$ cat src/rtl/load_cell_a2d.sv
// Round-robin A2D front end: SPI master to the 8-ch 12-bit ADC, one channel converted per nxt.
// Latency: about 1044 clk from nxt sampled in IDLE to the cnv_cmplt/result update (2 transfers + 2 clk gap).
// Backpressure: none; nxt outside IDLE is dropped, results held until that channel converts again.
module load_cell_a2d #(
  parameter logic [2:0] CH_LFT   = 3'd0,
  parameter logic [2:0] CH_RGHT  = 3'd4,
  parameter logic [2:0] CH_STEER = 3'd5,
  parameter logic [2:0] CH_BATT  = 3'd6
) (
  input  logic        clk,
  input  logic        rst_n,
  input  logic        nxt,
  output logic [11:0] lft_ld,
  output logic [11:0] rght_ld,
  output logic [11:0] steer_pot,
  output logic [11:0] batt,
  output logic        cnv_cmplt,
  output logic        SS_n,
  output logic        SCLK,
  output logic        MOSI,
  input  logic        MISO
);

  typedef enum logic [1:0] {IDLE, XFER1, GAP, XFER2} state_t;

  state_t      state, state_nxt;
  logic [1:0]  ptr;        // 0=LFT 1=RGHT 2=STEER 3=BATT
  logic        gap_cnt;
  logic [4:0]  div;
  logic [15:0] shreg;
  logic [4:0]  smpl_cnt;
  logic        miso_smpl;
  logic        spi_start;
  logic        spi_done;
  logic        wr_en;
  logic [2:0]  chnl;
  logic [15:0] cmd;
  logic [11:0] rx_word;

  assign SCLK = div[4];
  assign MOSI = shreg[15];
  assign cmd  = {2'b00, chnl, 11'h000};

  // The last received bit still sits in miso_smpl on the done clock, so splice it in here.
  assign rx_word  = {shreg[10:0], miso_smpl};
  assign spi_done = ~SS_n && (div == 5'b11111) && (smpl_cnt == 5'd16);

  // Map the round-robin pointer onto the ADC channel number.
  always_comb begin
    chnl = CH_LFT;
    case (ptr)
      2'd0: chnl = CH_LFT;
      2'd1: chnl = CH_RGHT;
      2'd2: chnl = CH_STEER;
      2'd3: chnl = CH_BATT;
      default: chnl = CH_LFT;
    endcase
  end

  // SPI mode 3 engine: sample on SCLK rise, shift on SCLK fall; the first fall only
  // opens the frame, and the final shift lands on the back-porch clock that ends it.
  always_ff @(posedge clk or negedge rst_n) begin
    if (!rst_n) begin
      SS_n      <= 1'b1;
      div       <= 5'b11111;
      shreg     <= 16'h0000;
      smpl_cnt  <= 5'd0;
      miso_smpl <= 1'b0;
    end else if (spi_start) begin
      SS_n     <= 1'b0;
      div      <= 5'b10111;
      shreg    <= cmd;
      smpl_cnt <= 5'd0;
    end else if (!SS_n) begin
      if (div == 5'b01111) begin
        miso_smpl <= MISO;
        smpl_cnt  <= smpl_cnt + 5'd1;
      end
      if ((div == 5'b11111) && (smpl_cnt != 5'd0))
        shreg <= {shreg[14:0], miso_smpl};
      if (spi_done) begin
        SS_n <= 1'b1;
        div  <= 5'b11111;
      end else begin
        div <= div + 5'd1;
      end
    end
  end

  // Conversion sequencer state register and two-clock inter-transfer gap counter.
  always_ff @(posedge clk or negedge rst_n) begin
    if (!rst_n) begin
      state   <= IDLE;
      gap_cnt <= 1'b0;
    end else begin
      state   <= state_nxt;
      gap_cnt <= (state == GAP) ? ~gap_cnt : 1'b0;
    end
  end

  // Next-state logic: command transfer, gap, data transfer, then commit the result.
  always_comb begin
    state_nxt = state;
    spi_start = 1'b0;
    wr_en     = 1'b0;
    case (state)
      IDLE: if (nxt) begin
        spi_start = 1'b1;
        state_nxt = XFER1;
      end
      XFER1: if (spi_done) state_nxt = GAP;
      GAP: if (gap_cnt) begin
        spi_start = 1'b1;
        state_nxt = XFER2;
      end
      XFER2: if (spi_done) begin
        wr_en     = 1'b1;
        state_nxt = IDLE;
      end
      default: state_nxt = IDLE;
    endcase
  end

  // Commit the data-transfer result to the current channel and step the pointer.
  always_ff @(posedge clk or negedge rst_n) begin
    if (!rst_n) begin
      ptr       <= 2'd0;
      cnv_cmplt <= 1'b0;
      lft_ld    <= 12'h000;
      rght_ld   <= 12'h000;
      steer_pot <= 12'h000;
      batt      <= 12'h000;
    end else begin
      cnv_cmplt <= wr_en;
      if (wr_en) begin
        ptr <= ptr + 2'd1;
        case (ptr)
          2'd0: lft_ld    <= rx_word;
          2'd1: rght_ld   <= rx_word;
          2'd2: steer_pot <= rx_word;
          2'd3: batt      <= rx_word;
          default: lft_ld <= rx_word;
        endcase
      end
    end
  end

endmodule
$ cat config.mk
export PLATFORM = sky130hd
export DESIGN_NAME = load_cell_a2d
export DESIGN_NICKNAME = d
export VERILOG_FILES = /design/src/rtl/load_cell_a2d.sv
export SDC_FILE = /design/constraint.sdc
export NUM_CORES = 1
export LEC_CHECK = 0
export ABC_AREA = 1
export CAP_MARGIN = 20
export CORE_ASPECT_RATIO = 0.5
export CORE_MARGIN = 3
export CORE_UTILIZATION = 26
export DETAILED_ROUTE_END_ITERATION = 12
export HOLD_SLACK_MARGIN = 0.08
export PLACE_DENSITY = 0.56
export SETUP_SLACK_MARGIN = 0.15
export SYNTH_ARGS = -nofsm -noshare
export SYNTH_HDL_FRONTEND = slang
export SYNTH_SLANG_ARGS = --single-unit
$ cat constraint.sdc
create_clock -name clk -period 2 [get_ports clk]
set_clock_uncertainty 0.2 [all_clocks]
set_input_delay 0.2 -clock clk [delete_from_list [all_inputs] [get_ports clk]]
set_output_delay 0.2 -clock clk [all_outputs]
set_load 0.01 [all_outputs]
==> metrics.txt, run 1 <==
# TYPE chip_impl_metric gauge
chip_impl_info{name="run_status",value="complete, but fails checks"} 1
chip_impl_info{name="violations",value="negative setup slack"} 1
chip_impl_metric{name="design.core.area",unit="µm²"} 13900
chip_impl_metric{name="synth_area_per_cell",unit="µm²"} 8.60
chip_impl_info{name="setup.worst_path.class",value="reg2reg"} 1
chip_impl_metric{name="clkPwrFrac",unit="%"} 34.1
chip_impl_metric{name="comb_power_share",unit="%"} 27.3
chip_impl_metric{name="postSynthRegisterBits",unit=""} 82
chip_impl_metric{name="antenna_cells",unit=""} 0
chip_impl_info{name="synthTopCellsByCount",value="170 x sky130_fd_sc_hd__nand2_1, 76 x sky130_fd_sc_hd__dfrtp_1, 49 x sky130_fd_sc_hd__nand4_1, 28 x sky130_fd_sc_hd__inv_1, 22 x sky130_fd_sc_hd__nor2_1"} 1
chip_impl_metric{name="layoutNonFillerInstCount",unit=""} 717
chip_impl_metric{name="max-cap-violations",unit=""} 0
chip_impl_metric{name="cp.required",unit="ns"} 2.03
chip_impl_metric{name="clock_latency_of_the_later_clocked_register_in_the_worst_skew_pair",unit="ns"} 0.34
chip_impl_metric{name="die_height",unit="µm"} 91.3
chip_impl_metric{name="syn-instance-count",unit=""} 440
chip_impl_metric{name="fin_worst_hold_slack",unit="ns"} 0.0989
chip_impl_metric{name="proportion_of_synthesized_flip_flops_having_asynchronous_set_or_reset",unit="%"} 100
chip_impl_info{name="regToRegStartpoint",value="div[1]$_DFFE_PN1P_"} 1
chip_impl_metric{name="layout_setup_ws",unit="ns"} -0.0273
chip_impl_metric{name="synth_nets",unit=""} 457
chip_impl_metric{name="yosysWarningCount",unit=""} 0
chip_impl_info{name="yosys.cell_count.top_type",value="sky130_fd_sc_hd__nand2_1"} 1
chip_impl_metric{name="mappedNetlistArea",unit="µm²"} 3780
chip_impl_metric{name="numPortBuffers",unit=""} 55
chip_impl_metric{name="power.switching_fraction",unit="%"} 31.5
chip_impl_metric{name="fin_crit_period",unit="ns"} 2.03
chip_impl_metric{name="power_frac_seq",unit="%"} 38.6
chip_impl_metric{name="finish_stage_setup_viols",unit=""} 13
chip_impl_metric{name="rr_worst_depth",unit=""} 9
chip_impl_metric{name="power.static_leakage",unit="nW"} 2.60
chip_impl_metric{name="gr-total-overflow",unit=""} 0
chip_impl_info{name="worst_setup_path_start_kind",value="register"} 1
chip_impl_metric{name="critical_path_peak_fanout",unit=""} 13
chip_impl_metric{name="detail_route.vias_per_cell",unit=""} 4.51
chip_impl_metric{name="cts_num_sinks",unit=""} 82
chip_impl_metric{name="relSlewSlack",unit="%"} 75.3
chip_impl_info{name="top_layer",value="met4"} 1
chip_impl_metric{name="synthDistinctLibCells",unit=""} 24
chip_impl_metric{name="floorplan.rows",unit=""} 30
chip_impl_metric{name="wirelength_met1",unit="mm"} 4.80
chip_impl_metric{name="antenna_found_initial",unit=""} 0
chip_impl_metric{name="cell_internal_pwr",unit="mW"} 3.39
chip_impl_metric{name="dpl.cell_count",unit=""} 682
chip_impl_info{name="clock_tree.root_cell",value="sky130_fd_sc_hd__clkbuf_16"} 1
chip_impl_metric{name="synth-seq-area-share",unit="%"} 54.4
chip_impl_metric{name="vias",unit=""} 3237
chip_impl_metric{name="initial_utilization",unit="%"} 27.3
chip_impl_info{name="grt_setup_unrepaired",value="yes"} 1
chip_impl_metric{name="timing.final.crit_share",unit="%"} 101
chip_impl_info{name="worstReg2RegEnd",value="ptr[0]$_DFFE_PN0P_"} 1
chip_impl_metric{name="die_width",unit="µm"} 177
chip_impl_metric{name="gr-usage-all-layers",unit="%"} 13.0
chip_impl_metric{name="postRouteWirelength",unit="mm"} 10.2
chip_impl_metric{name="io-pin-count",unit=""} 56
chip_impl_metric{name="worst_ir_drop_vdd",unit="µV"} 441
chip_impl_metric{name="layout_area_growth_over_synthesis",unit="%"} 42.3
chip_impl_metric{name="cellPowerDensity",unit="nW/µm²"} 918
chip_impl_metric{name="synthDominantCellAreaShare",unit="%"} 50.2
chip_impl_metric{name="n_fill_cell",unit=""} 1389
chip_impl_metric{name="drc",unit=""} 0
chip_impl_metric{name="global_route_wire_length_before_repair",unit="mm"} 16.6
chip_impl_metric{name="report.power.total",unit="mW"} 4.95
chip_impl_info{name="critical_path.endpoint_type",value="register"} 1
chip_impl_metric{name="detail_route.first_pass.iterations",unit=""} 4
chip_impl_metric{name="postRouteAntennaNets",unit=""} 0
chip_impl_metric{name="reg2reg_slack",unit="ns"} -0.03
chip_impl_info{name="synth.area.top_cells",value="sky130_fd_sc_hd__dfrtp_1 50%, sky130_fd_sc_hd__nand2_1 17%, sky130_fd_sc_hd__nand4_1 8.1%"} 1
chip_impl_metric{name="finalNetCount",unit=""} 537
chip_impl_metric{name="globalplace.congestion",unit=""} 0.845
chip_impl_metric{name="tightestPinTransition",unit="ns"} 0.371
chip_impl_metric{name="synth-edff-count",unit=""} 0
chip_impl_metric{name="fmax",unit="MHz"} 493
chip_impl_metric{name="report.final.slew_viol_count",unit=""} 0
chip_impl_metric{name="register_area",unit="µm²"} 2060
chip_impl_metric{name="multi_input_area",unit="µm²"} 1710
chip_impl_metric{name="grt_start_max_net_pins",unit=""} 55
chip_impl_metric{name="tritoncts_buffers",unit=""} 9
chip_impl_metric{name="fp.dieArea",unit="µm²"} 16100
chip_impl_metric{name="layout.core_utilization",unit="%"} 38.8
chip_impl_metric{name="clk_path_buf_depth",unit=""} 2
chip_impl_info{name="holdCritPathClass",value="in2async"} 1
chip_impl_metric{name="timing.final.hold_violations",unit=""} 0
chip_impl_metric{name="met2_length",unit="mm"} 4.76
chip_impl_info{name="cts_tree",value="done"} 1
chip_impl_metric{name="htree_levels",unit=""} 3
chip_impl_metric{name="detailed_place_hpwl",unit="mm"} 6.46
chip_impl_metric{name="post_route_cells_drive_above_1_share",unit="%"} 18.5
chip_impl_metric{name="dr_wl_met3",unit="µm"} 484
chip_impl_metric{name="worst_ep_arrival_time",unit="ns"} 2.05
chip_impl_metric{name="power.net_switching",unit="mW"} 1.56
chip_impl_metric{name="totalNegativeSetupSlack",unit="ns"} -0.0893
chip_impl_metric{name="first_global_vias",unit=""} 3166
chip_impl_info{name="yosysTopAreaCell",value="sky130_fd_sc_hd__dfrtp_1"} 1
chip_impl_info{name="critical_path.startpoint",value="div[1]$_DFFE_PN1P_"} 1
chip_impl_info{name="synth_flop_cell",value="sky130_fd_sc_hd__dfrtp_1"} 1
chip_impl_metric{name="drt_iter0_markers",unit=""} 234
chip_impl_metric{name="wire_per_inst",unit="µm"} 14.3
chip_impl_metric{name="clock_pin_slew_reported_for_the_worst_setup_and_hold_paths_after_clock_tree_synthesis",unit="ns"} 0.06
==> power by group through the flow <==
stage          sequential, mW  clock, mW  combinational (mW)
3_5_place_dp             1.93          0               0.993
6_report                 1.91       1.69                1.35
2_1_floorplan            1.91          0               0.660
5_1_grt                  1.92       1.82                1.49
4_1_cts                  1.91       1.73                1.23
3_3_place_gp             1.93          0               0.966
==> logic make-up (layout without fill, tap and decap cells) <==
family	count (synthesis)	in the layout	share of synthesized area [%]
AO/OA/AOI/OAI	14	14	1.88
XOR/XNOR	4	4	0.926
buffers and inverters	57	138	6.71
flip-flops	82	82	54.4
adder cells (fa/ha/maj)	13	13	4.30
AND/OR/NAND/NOR	270	274	31.8
==> state kept, by name, indices dropped and copies added, names as in the netlist <==
| register | cells |
|---|---|
| ptr | 2 |
| miso_smpl | 1 |
| shreg | 16 |
| rght_ld | 12 |
| state | 2 |
| cnv_cmplt | 1 |
| batt | 12 |
| smpl_cnt | 5 |
| lft_ld | 12 |
| steer_pot | 12 |
| div | 5 |
| gap_cnt | 1 |
| SS_n | 1 |
==> layout make-up <==
type	instances	share of cell area, %
sequential	82	38.2
inverter	32	2.32
multi-input combinational	305	31.7
tap	192	4.46
clock buffer	10	4.44
timing repair buffer	90	17.6
clock inverter	6	1.21
==> what timing repair did <==
action | 4_1_cts | 5_1_grt
buffers inserted | 8 | 4
gates resized for setup | 35 | 19
pin swaps | 14 | 28
hold buffers | 1 | 0
hold endpoints to repair | 76 | 0
endpoints found under the setup margin | 71 | 80
gates cloned | 3 | 3
==> cell usage in the layout (no fill, tap or decap), types with 2 or more instances in the layout <==
master,count
sky130_fd_sc_hd__buf_6,3
sky130_fd_sc_hd__o21ai_2,2
sky130_fd_sc_hd__a21oi_1,2
sky130_fd_sc_hd__o21ai_1,5
sky130_fd_sc_hd__nor2_1,19
sky130_fd_sc_hd__nand3_4,7
sky130_fd_sc_hd__inv_4,2
sky130_fd_sc_hd__nand4_1,49
sky130_fd_sc_hd__inv_1,26
sky130_fd_sc_hd__ha_1,10
sky130_fd_sc_hd__nor3_1,2
sky130_fd_sc_hd__buf_4,22
sky130_fd_sc_hd__nand3_2,4
sky130_fd_sc_hd__dlygate4sd2_1,2
sky130_fd_sc_hd__buf_12,8
sky130_fd_sc_hd__xor2_1,3
sky130_fd_sc_hd__dfrtp_1,76
sky130_fd_sc_hd__ha_4,3
sky130_fd_sc_hd__nor2_4,2
sky130_fd_sc_hd__nand2_2,6
sky130_fd_sc_hd__nor2_2,2
sky130_fd_sc_hd__nand2_1,159
sky130_fd_sc_hd__inv_2,4
sky130_fd_sc_hd__nand2_4,5
sky130_fd_sc_hd__dfstp_2,6
sky130_fd_sc_hd__o21ai_0,4
sky130_fd_sc_hd__clkinv_2,2
sky130_fd_sc_hd__nand3_1,16
sky130_fd_sc_hd__clkdlybuf4s50_1,52
sky130_fd_sc_hd__clkbuf_16,9
==> worst max-delay path, stage by stage, from the launching register on <==
cell and delay, ns:
sky130_fd_sc_hd__dfstp_2 0.55, sky130_fd_sc_hd__ha_4 0.13, sky130_fd_sc_hd__and3_4 0.18, sky130_fd_sc_hd__ha_4 0.14
sky130_fd_sc_hd__nand3_4 0.07, sky130_fd_sc_hd__nor2_4 0.11, sky130_fd_sc_hd__buf_12 0.20, sky130_fd_sc_hd__buf_12 0.13
sky130_fd_sc_hd__nand2_4 0.05, sky130_fd_sc_hd__xor2_1 0.14
==> worst max-delay path by stage <==
stage / slack, ns / end / cells after the start
final: -0.03 / ptr[0]$_DFFE_PN0P_ / 9
after CTS: -0.009 / batt[3]$_DFFE_PN0P_ / 9
after detailed placement: -0.11 / steer_pot[6]$_DFFE_PN0P_ / 9
after global placement: -0.10 / steer_pot[1]$_DFFE_PN0P_ / 9
after floorplan: 0.08 / ptr[0]$_DFFE_PN0P_ / 8
after global routing: -0.11 / batt[7]$_DFFE_PN0P_ / 9
==> metal layers <==
layer	vias up	track usage (%)
li1	1600	-
met1	1565	16.9
met2	57	20.6
met3	15	3.51
met4	0	4.90
met5	-	0
==> through the flow <==
stage / cell area [µm²] / worst slack (ns)
after global routing: 5390 / -0.112
after detailed placement: 4700 / -0.107
after floorplan: 3850 / 0.0784
final: 5390 / -0.0273
after global placement: 4700 / -0.101
after CTS: 5250 / -0.00853
Power figures use the tool's default switching activity.
==> run 2: changes to the inputs <==
--- a/config.mk
+++ b/config.mk
@@ -8,7 +8,6 @@
 export ABC_AREA = 1
 export CAP_MARGIN = 20
 export CORE_ASPECT_RATIO = 0.5
-export CORE_MARGIN = 3
 export CORE_UTILIZATION = 26
 export DETAILED_ROUTE_END_ITERATION = 12
 export HOLD_SLACK_MARGIN = 0.08
==> metrics.txt, run 2 (synthesis results as in run 1) <==
# TYPE chip_impl_metric gauge
chip_impl_metric{name="fmax",unit="MHz"} 488
chip_impl_metric{name="htree_levels",unit=""} 3
chip_impl_metric{name="tritoncts_buffers",unit=""} 9
chip_impl_metric{name="rr_worst_depth",unit=""} 9
chip_impl_metric{name="drc",unit=""} 0
chip_impl_metric{name="totalNegativeSetupSlack",unit="ns"} -1.25
chip_impl_metric{name="global_route_wire_length_before_repair",unit="mm"} 16.0
chip_impl_info{name="crit_slowest_cell",value="sky130_fd_sc_hd__dfstp_2"} 1
chip_impl_metric{name="postRouteWirelength",unit="mm"} 9.66
chip_impl_metric{name="max-cap-violations",unit=""} 0
chip_impl_info{name="path_common_cell",value="sky130_fd_sc_hd__ha_4"} 1
chip_impl_info{name="critical_path.endpoint",value="ptr[0]$_DFFE_PN0P_"} 1
chip_impl_metric{name="worst_ep_arrival_time",unit="ns"} 2.08
chip_impl_metric{name="globalplace.congestion",unit=""} 0.784
chip_impl_info{name="critical_path.endpoint_type",value="register"} 1
chip_impl_metric{name="timing.final.hold_violations",unit=""} 0
chip_impl_metric{name="cts_num_sinks",unit=""} 82
chip_impl_metric{name="drt_iter0_markers",unit=""} 190
chip_impl_metric{name="design.core.area",unit="µm²"} 13900
chip_impl_metric{name="slowest_delay",unit="ns"} 0.56
chip_impl_metric{name="n_fill_cell",unit=""} 1433
chip_impl_metric{name="power.net_switching",unit="mW"} 1.48
chip_impl_metric{name="gr-total-overflow",unit=""} 0
chip_impl_info{name="grt_setup_unrepaired",value="yes"} 1
chip_impl_metric{name="clk_path_buf_depth",unit=""} 2
chip_impl_info{name="worstReg2RegEnd",value="ptr[0]$_DFFE_PN0P_"} 1
chip_impl_metric{name="initial_utilization",unit="%"} 27.3
chip_impl_info{name="setup.worst_path.class",value="reg2reg"} 1
chip_impl_metric{name="timing.final.crit_share",unit="%"} 102
chip_impl_metric{name="detail_route.vias_per_cell",unit=""} 4.41
chip_impl_metric{name="io-pin-count",unit=""} 56
chip_impl_metric{name="layout_setup_ws",unit="ns"} -0.0500
chip_impl_metric{name="antenna_found_initial",unit=""} 0
chip_impl_info{name="violations",value="negative setup slack"} 1
chip_impl_info{name="worst_setup_path_start_kind",value="register"} 1
chip_impl_metric{name="largest_reg_flops",unit=""} 16
chip_impl_metric{name="clock_latency_of_the_later_clocked_register_in_the_worst_skew_pair",unit="ns"} 0.34
chip_impl_metric{name="fp.dieArea",unit="µm²"} 15100
chip_impl_metric{name="finish_stage_setup_viols",unit=""} 50
chip_impl_info{name="critical_path.startpoint",value="div[1]$_DFFE_PN1P_"} 1
chip_impl_metric{name="postRouteAntennaNets",unit=""} 0
chip_impl_metric{name="critical_path_peak_fanout",unit=""} 16
chip_impl_metric{name="dpl.cell_count",unit=""} 687
chip_impl_info{name="clock_tree.root_cell",value="sky130_fd_sc_hd__clkbuf_16"} 1
chip_impl_metric{name="layout_area_growth_over_synthesis",unit="%"} 39.1
chip_impl_metric{name="cp.required",unit="ns"} 2.03
chip_impl_metric{name="reg2reg_slack",unit="ns"} -0.05
chip_impl_info{name="most_common_cell_after_layout_fill_and_taps_aside",value="sky130_fd_sc_hd__nand2_1"} 1
chip_impl_metric{name="tightestPinTransition",unit="ns"} 0.484
chip_impl_metric{name="clock_pin_slew_reported_for_the_worst_setup_and_hold_paths_after_clock_tree_synthesis",unit="ns"} 0.07
chip_impl_metric{name="cell_internal_pwr",unit="mW"} 3.54
chip_impl_info{name="run_status",value="complete, but fails checks"} 1
chip_impl_info{name="cts_tree",value="done"} 1
chip_impl_metric{name="post_route_cells_drive_above_1_share",unit="%"} 16.5
chip_impl_metric{name="clkPwrFrac",unit="%"} 38.2
chip_impl_metric{name="wire_per_inst",unit="µm"} 13.6
chip_impl_metric{name="detail_route.first_pass.iterations",unit=""} 5
chip_impl_metric{name="cellPowerDensity",unit="nW/µm²"} 954
chip_impl_metric{name="comb_power_share",unit="%"} 23.8
chip_impl_metric{name="power.static_leakage",unit="nW"} 2.61
chip_impl_metric{name="power.switching_fraction",unit="%"} 29.5
chip_impl_metric{name="layoutNonFillerInstCount",unit=""} 713
chip_impl_info{name="regToRegStartpoint",value="div[1]$_DFFE_PN1P_"} 1
chip_impl_metric{name="power_frac_seq",unit="%"} 37.9
chip_impl_metric{name="relSlewSlack",unit="%"} 67.8
chip_impl_metric{name="worst_ir_drop_vdd",unit="µV"} 422
chip_impl_metric{name="vias",unit=""} 3146
chip_impl_metric{name="report.power.total",unit="mW"} 5.02
chip_impl_metric{name="antenna_cells",unit=""} 0
chip_impl_metric{name="detailed_place_hpwl",unit="mm"} 6.46
chip_impl_metric{name="numPortBuffers",unit=""} 55
chip_impl_info{name="worstPathCellList",value="ha_4, and3_4, ha_4, nand3_4, nor2_4, buf_12, buf_4, nand2_4, xor2_1"} 1
chip_impl_metric{name="cp_num_cells",unit=""} 9
chip_impl_metric{name="die_height",unit="µm"} 87.3
chip_impl_metric{name="floorplan.rows",unit=""} 30
chip_impl_metric{name="grt_start_max_net_pins",unit=""} 54
chip_impl_info{name="layout.cells.most_common_list",value="162 x sky130_fd_sc_hd__nand2_1, 76 x sky130_fd_sc_hd__dfrtp_1, 52 x sky130_fd_sc_hd__clkdlybuf4s50_1, 49 x sky130_fd_sc_hd__nand4_1, 27 x sky130_fd_sc_hd__buf_4"} 1
chip_impl_metric{name="finalNetCount",unit=""} 533
chip_impl_metric{name="report.final.slew_viol_count",unit=""} 0
chip_impl_metric{name="layout.core_utilization",unit="%"} 37.9
chip_impl_info{name="critical_path.top_delay_family",value="flip-flops"} 1
chip_impl_metric{name="fin_crit_period",unit="ns"} 2.05
chip_impl_metric{name="cp.buffers_inverters",unit=""} 2
chip_impl_info{name="holdCritPathClass",value="in2async"} 1
chip_impl_metric{name="first_global_vias",unit=""} 3167
chip_impl_metric{name="die_width",unit="µm"} 173
chip_impl_info{name="largest-register",value="shreg"} 1
chip_impl_metric{name="gr-usage-all-layers",unit="%"} 13.6
==> run 2: power groups by stage <==
stage	sequential (mW)	clock [mW]	combinational (mW)
after global placement	1.93	0	0.953
after floorplan	1.91	0	0.660
after detailed placement	1.94	0	0.979
final	1.90	1.92	1.20
after global routing	1.92	2.03	1.35
after CTS	1.91	1.96	1.03
==> run 2: worst min path at each step <==
stage	end	slack, ns	cells past startpoint
6_report	batt[7]$_DFFE_PN0P_	0.16	2
5_1_grt	smpl_cnt[1]$_DFFE_PN0P_	0.21	2
3_5_place_dp	smpl_cnt[4]$_DFFE_PN0P_	0.002	1
4_1_cts	batt[5]$_DFFE_PN0P_	0.17	2
2_1_floorplan	batt[0]$_DFFE_PN0P_	-0.30	0
3_3_place_gp	batt[4]$_DFFE_PN0P_	-0.003	1
==> run 2: area by class of cell <==
cell class	instances	area (µm²)	share of cell area, %
timing repair buffer	90	907	17.2
clock buffer	10	229	4.35
sequential	82	2060	39.1
tap	192	240	4.56
inverter	32	125	2.38
multi-input combinational	301	1590	30.2
clock inverter	6	113	2.14
==> run 2: routing by layer <==
metal | GRT usage [%] | up-vias | part of all wire [%]
met2 | 22.3 | 45 | 46
met3 | 3.97 | 12 | 4.1
met5 | 0 | - | 0
met4 | 4.14 | 0 | 1.1
met1 | 17.4 | 1500 | 49
li1 | - | 1589 | -
==> run 2: metrics by stage <==
stage / instance area (µm²) / hold WS (ns) / worst slack, ns
final: 5270 / 0.162 / -0.0500
after floorplan: 3850 / -0.296 / 0.0784
after global placement: 4720 / -0.00306 / -0.0768
after global routing: 5270 / 0.215 / -0.140
after detailed placement: 4720 / 0.00171 / -0.114
after CTS: 5120 / 0.174 / -0.0353
==> run 2: repair_timing <==
item	4_1_cts	5_1_grt
hold endpoints to repair	79	0
hold buffers	1	0
pin swaps	3	7
endpoints found under the setup margin	65	79
setup buffers	1	6
cloned	0	2
resized for setup	15	18
==> run 2: worst register-to-register path, stage by stage (launching register included) <==
cell,delay [ns]
sky130_fd_sc_hd__dfstp_2,0.56
sky130_fd_sc_hd__ha_4,0.13
sky130_fd_sc_hd__and3_4,0.19
sky130_fd_sc_hd__ha_4,0.15
sky130_fd_sc_hd__nand3_4,0.07
sky130_fd_sc_hd__nor2_4,0.13
sky130_fd_sc_hd__buf_12,0.18
sky130_fd_sc_hd__buf_4,0.15
sky130_fd_sc_hd__nand2_4,0.05
sky130_fd_sc_hd__xor2_1,0.14
==> run 3: changes to the inputs <==
--- a/config.mk
+++ b/config.mk
@@ -9,6 +9,7 @@
 export CAP_MARGIN = 20
 export CORE_ASPECT_RATIO = 0.5
 export CORE_UTILIZATION = 26
+export CTS_BUF_LIST = sky130_fd_sc_hd__clkbuf_8
 export DETAILED_ROUTE_END_ITERATION = 12
 export HOLD_SLACK_MARGIN = 0.08
 export PLACE_DENSITY = 0.56
==> metrics.txt, run 3 (synthesis results as in run 1) <==
# TYPE chip_impl_metric gauge
chip_impl_metric{name="initial_utilization",unit="%"} 27.3
chip_impl_metric{name="clock_latency_of_the_later_clocked_register_in_the_worst_skew_pair",unit="ns"} 0.36
chip_impl_metric{name="gr-usage-all-layers",unit="%"} 13.6
chip_impl_metric{name="finalNetCount",unit=""} 532
chip_impl_metric{name="detail_route.first_pass.iterations",unit=""} 4
chip_impl_metric{name="fp.dieArea",unit="µm²"} 15100
chip_impl_metric{name="finish_stage_setup_viols",unit=""} 25
chip_impl_metric{name="placement.setup.worst_slack",unit="ns"} -0.114
chip_impl_metric{name="critical_path_peak_fanout",unit=""} 16
chip_impl_info{name="worst_setup_path_start_kind",value="register"} 1
chip_impl_metric{name="gr-total-overflow",unit=""} 0
chip_impl_metric{name="cell_internal_pwr",unit="mW"} 3.15
chip_impl_info{name="path_common_cell",value="sky130_fd_sc_hd__ha_4"} 1
chip_impl_metric{name="global_route_wire_length_before_repair",unit="mm"} 16.0
chip_impl_metric{name="tritoncts_buffers",unit=""} 9
chip_impl_info{name="critical_path.top_delay_family",value="flip-flops"} 1
chip_impl_metric{name="postLayoutCellArea",unit="µm²"} 5200
chip_impl_metric{name="layout_setup_ws",unit="ns"} -0.0247
chip_impl_metric{name="die_width",unit="µm"} 173
chip_impl_metric{name="clk_path_buf_depth",unit=""} 2
chip_impl_metric{name="largest_reg_flops",unit=""} 16
chip_impl_info{name="cts_tree",value="done"} 1
chip_impl_metric{name="die_height",unit="µm"} 87.3
chip_impl_metric{name="detailed_place_hpwl",unit="mm"} 6.46
chip_impl_metric{name="fin_worst_hold_slack",unit="ns"} 0.138
chip_impl_metric{name="postRouteWirelength",unit="mm"} 9.65
chip_impl_info{name="clock_tree.root_cell",value="sky130_fd_sc_hd__clkbuf_8"} 1
chip_impl_metric{name="clock_pin_slew_reported_for_the_worst_setup_and_hold_paths_after_clock_tree_synthesis",unit="ns"} 0.09
chip_impl_info{name="setup.worst_path.class",value="reg2reg"} 1
chip_impl_metric{name="drc",unit=""} 0
chip_impl_metric{name="postRouteAntennaNets",unit=""} 0
chip_impl_metric{name="first_global_vias",unit=""} 3140
chip_impl_metric{name="layout_area_growth_over_synthesis",unit="%"} 37.4
chip_impl_metric{name="layout.core_utilization",unit="%"} 37.5
chip_impl_metric{name="antenna_found_initial",unit=""} 0
chip_impl_metric{name="comb_power_share",unit="%"} 26.6
chip_impl_metric{name="cp.required",unit="ns"} 2.10
chip_impl_metric{name="cp.buffers_inverters",unit=""} 2
chip_impl_metric{name="design.core.area",unit="µm²"} 13900
chip_impl_info{name="crit_slowest_cell",value="sky130_fd_sc_hd__dfstp_2"} 1
chip_impl_metric{name="worst_ir_drop_vdd",unit="µV"} 321
chip_impl_metric{name="cellPowerDensity",unit="nW/µm²"} 885
chip_impl_metric{name="power_frac_seq",unit="%"} 41.3
chip_impl_metric{name="relSlewSlack",unit="%"} 67.9
chip_impl_info{name="most_common_cell_after_layout_fill_and_taps_aside",value="sky130_fd_sc_hd__nand2_1"} 1
chip_impl_info{name="critical_path.endpoint_type",value="register"} 1
chip_impl_metric{name="grt_start_max_net_pins",unit=""} 54
chip_impl_metric{name="power.static_leakage",unit="nW"} 2.57
chip_impl_info{name="layout.cells.most_common_list",value="161 x sky130_fd_sc_hd__nand2_1, 76 x sky130_fd_sc_hd__dfrtp_1, 52 x sky130_fd_sc_hd__clkdlybuf4s50_1, 49 x sky130_fd_sc_hd__nand4_1"} 1
chip_impl_info{name="run_status",value="complete, but fails checks"} 1
chip_impl_metric{name="floorplan.rows",unit=""} 30
chip_impl_metric{name="vias",unit=""} 3127
chip_impl_metric{name="n_fill_cell",unit=""} 1435
chip_impl_metric{name="timing.final.crit_share",unit="%"} 101
chip_impl_info{name="violations",value="negative setup slack"} 1
chip_impl_metric{name="power.switching_fraction",unit="%"} 31.5
chip_impl_metric{name="tightestPinTransition",unit="ns"} 0.481
chip_impl_metric{name="numPortBuffers",unit=""} 55
chip_impl_metric{name="layoutNonFillerInstCount",unit=""} 712
chip_impl_metric{name="dpl.cell_count",unit=""} 687
chip_impl_metric{name="post_route_cells_drive_above_1_share",unit="%"} 17.7
chip_impl_metric{name="cts_num_sinks",unit=""} 82
chip_impl_metric{name="io-pin-count",unit=""} 56
chip_impl_metric{name="fmax",unit="MHz"} 494
chip_impl_metric{name="power.net_switching",unit="mW"} 1.45
chip_impl_metric{name="fin_crit_period",unit="ns"} 2.02
chip_impl_metric{name="timing.final.hold_violations",unit=""} 0
chip_impl_metric{name="htree_levels",unit=""} 3
chip_impl_metric{name="drt_iter0_markers",unit=""} 227
chip_impl_info{name="worstPathCellList",value="ha_4, and3_4, ha_4, nand3_4, nor2_4, buf_12, buf_4, nand4_1, nand2_1"} 1
chip_impl_info{name="largest-register",value="shreg"} 1
chip_impl_metric{name="report.final.slew_viol_count",unit=""} 0
chip_impl_metric{name="globalplace.congestion",unit=""} 0.784
chip_impl_metric{name="antenna_cells",unit=""} 0
chip_impl_metric{name="detailed_place.area",unit="µm²"} 4720
chip_impl_metric{name="clkPwrFrac",unit="%"} 32.0
chip_impl_info{name="holdCritPathClass",value="in2async"} 1
chip_impl_metric{name="slowest_delay",unit="ns"} 0.57
chip_impl_metric{name="max-cap-violations",unit=""} 0
chip_impl_metric{name="worst_ep_arrival_time",unit="ns"} 2.13
chip_impl_metric{name="wire_per_inst",unit="µm"} 13.5
chip_impl_info{name="grt_setup_unrepaired",value="yes"} 1
chip_impl_metric{name="detail_route.vias_per_cell",unit=""} 4.39
run 3: cell count changes in the layout (fill, tap and decap cells not counted), sizes merged:
cell    delta
inv        +1
buf        -1
clkbuf     -1
run 3: power groups by stage:
stage                     Clock, mW  Combinational (mW)  Sequential (mW)
after global routing           1.59                1.38             1.91
after CTS                      1.51                1.03             1.90
after global placement            0               0.953             1.93
final                          1.47                1.23             1.90
after floorplan                   0               0.660             1.91
after detailed placement          0               0.979             1.94
run 3: worst paths after layout:
check | cells after the start | end | start | slack, ns
min | 2 | smpl_cnt[4]$_DFFE_PN0P_ | rst_n | 0.14
max | 9 | batt[1]$_DFFE_PN0P_ | div[1]$_DFFE_PN1P_ | -0.02
min reg2reg | 1 | gap_cnt$_DFF_PN0_ | gap_cnt$_DFF_PN0_ | 0.27
max reg2reg | 9 | batt[1]$_DFFE_PN0P_ | div[1]$_DFFE_PN1P_ | -0.02
min in group clk | 3 | miso_smpl$_DFFE_PN0P_ | MISO | 0.21
max in group asynchronous | 3 | div[0]$_DFFE_PN1P_ | rst_n | 0.86
run 3: worst register-to-register path, cell delays in order, from the launching register on:
cell                      delay [ns]
sky130_fd_sc_hd__dfstp_2        0.57
sky130_fd_sc_hd__ha_4           0.13
sky130_fd_sc_hd__and3_4         0.19
sky130_fd_sc_hd__ha_4           0.15
sky130_fd_sc_hd__nand3_4        0.06
sky130_fd_sc_hd__nor2_4         0.12
sky130_fd_sc_hd__buf_12         0.17
sky130_fd_sc_hd__buf_4          0.19
sky130_fd_sc_hd__nand4_1        0.10
sky130_fd_sc_hd__nand2_1        0.09
run 3: final cells by class:
type | count | area, µm² | share of cell area [%]
repair buffers | 89 | 900 | 17.3
clock inverters | 7 | 116 | 2.24
clock buffers | 9 | 124 | 2.38
well taps | 192 | 240 | 4.62
flip-flops and latches | 82 | 2060 | 39.6
inverters | 32 | 128 | 2.45
multi-input cells | 301 | 1630 | 31.4
run 3: timing repair:
| action | CTS | global route |
|---|---|---|
| gates cloned | 0 | 2 |
| pin swaps | 3 | 9 |
| resized for setup | 15 | 30 |
| hold endpoints to repair | 79 | 0 |
| setup endpoints to repair | 64 | 79 |
| buffers inserted | 1 | 5 |
| hold buffers | 1 | 0 |
run 3: routing by layer:
metal	share of wire, %	GRT usage (%)	vias up
met4	0.57	4.38	0
met5	0	0	-
met3	4.1	3.71	5
li1	-	-	1583
met1	48	17.5	1492
met2	47	22.2	47
run 3: stage by stage:
step	TNS [ns]	power [mW]
3_5_place_dp	-4.14	2.92
4_1_cts	-0.169	4.44
3_3_place_gp	-2.68	2.89
5_1_grt	-5.32	4.88
6_report	-0.186	4.60
2_1_floorplan	0	2.57
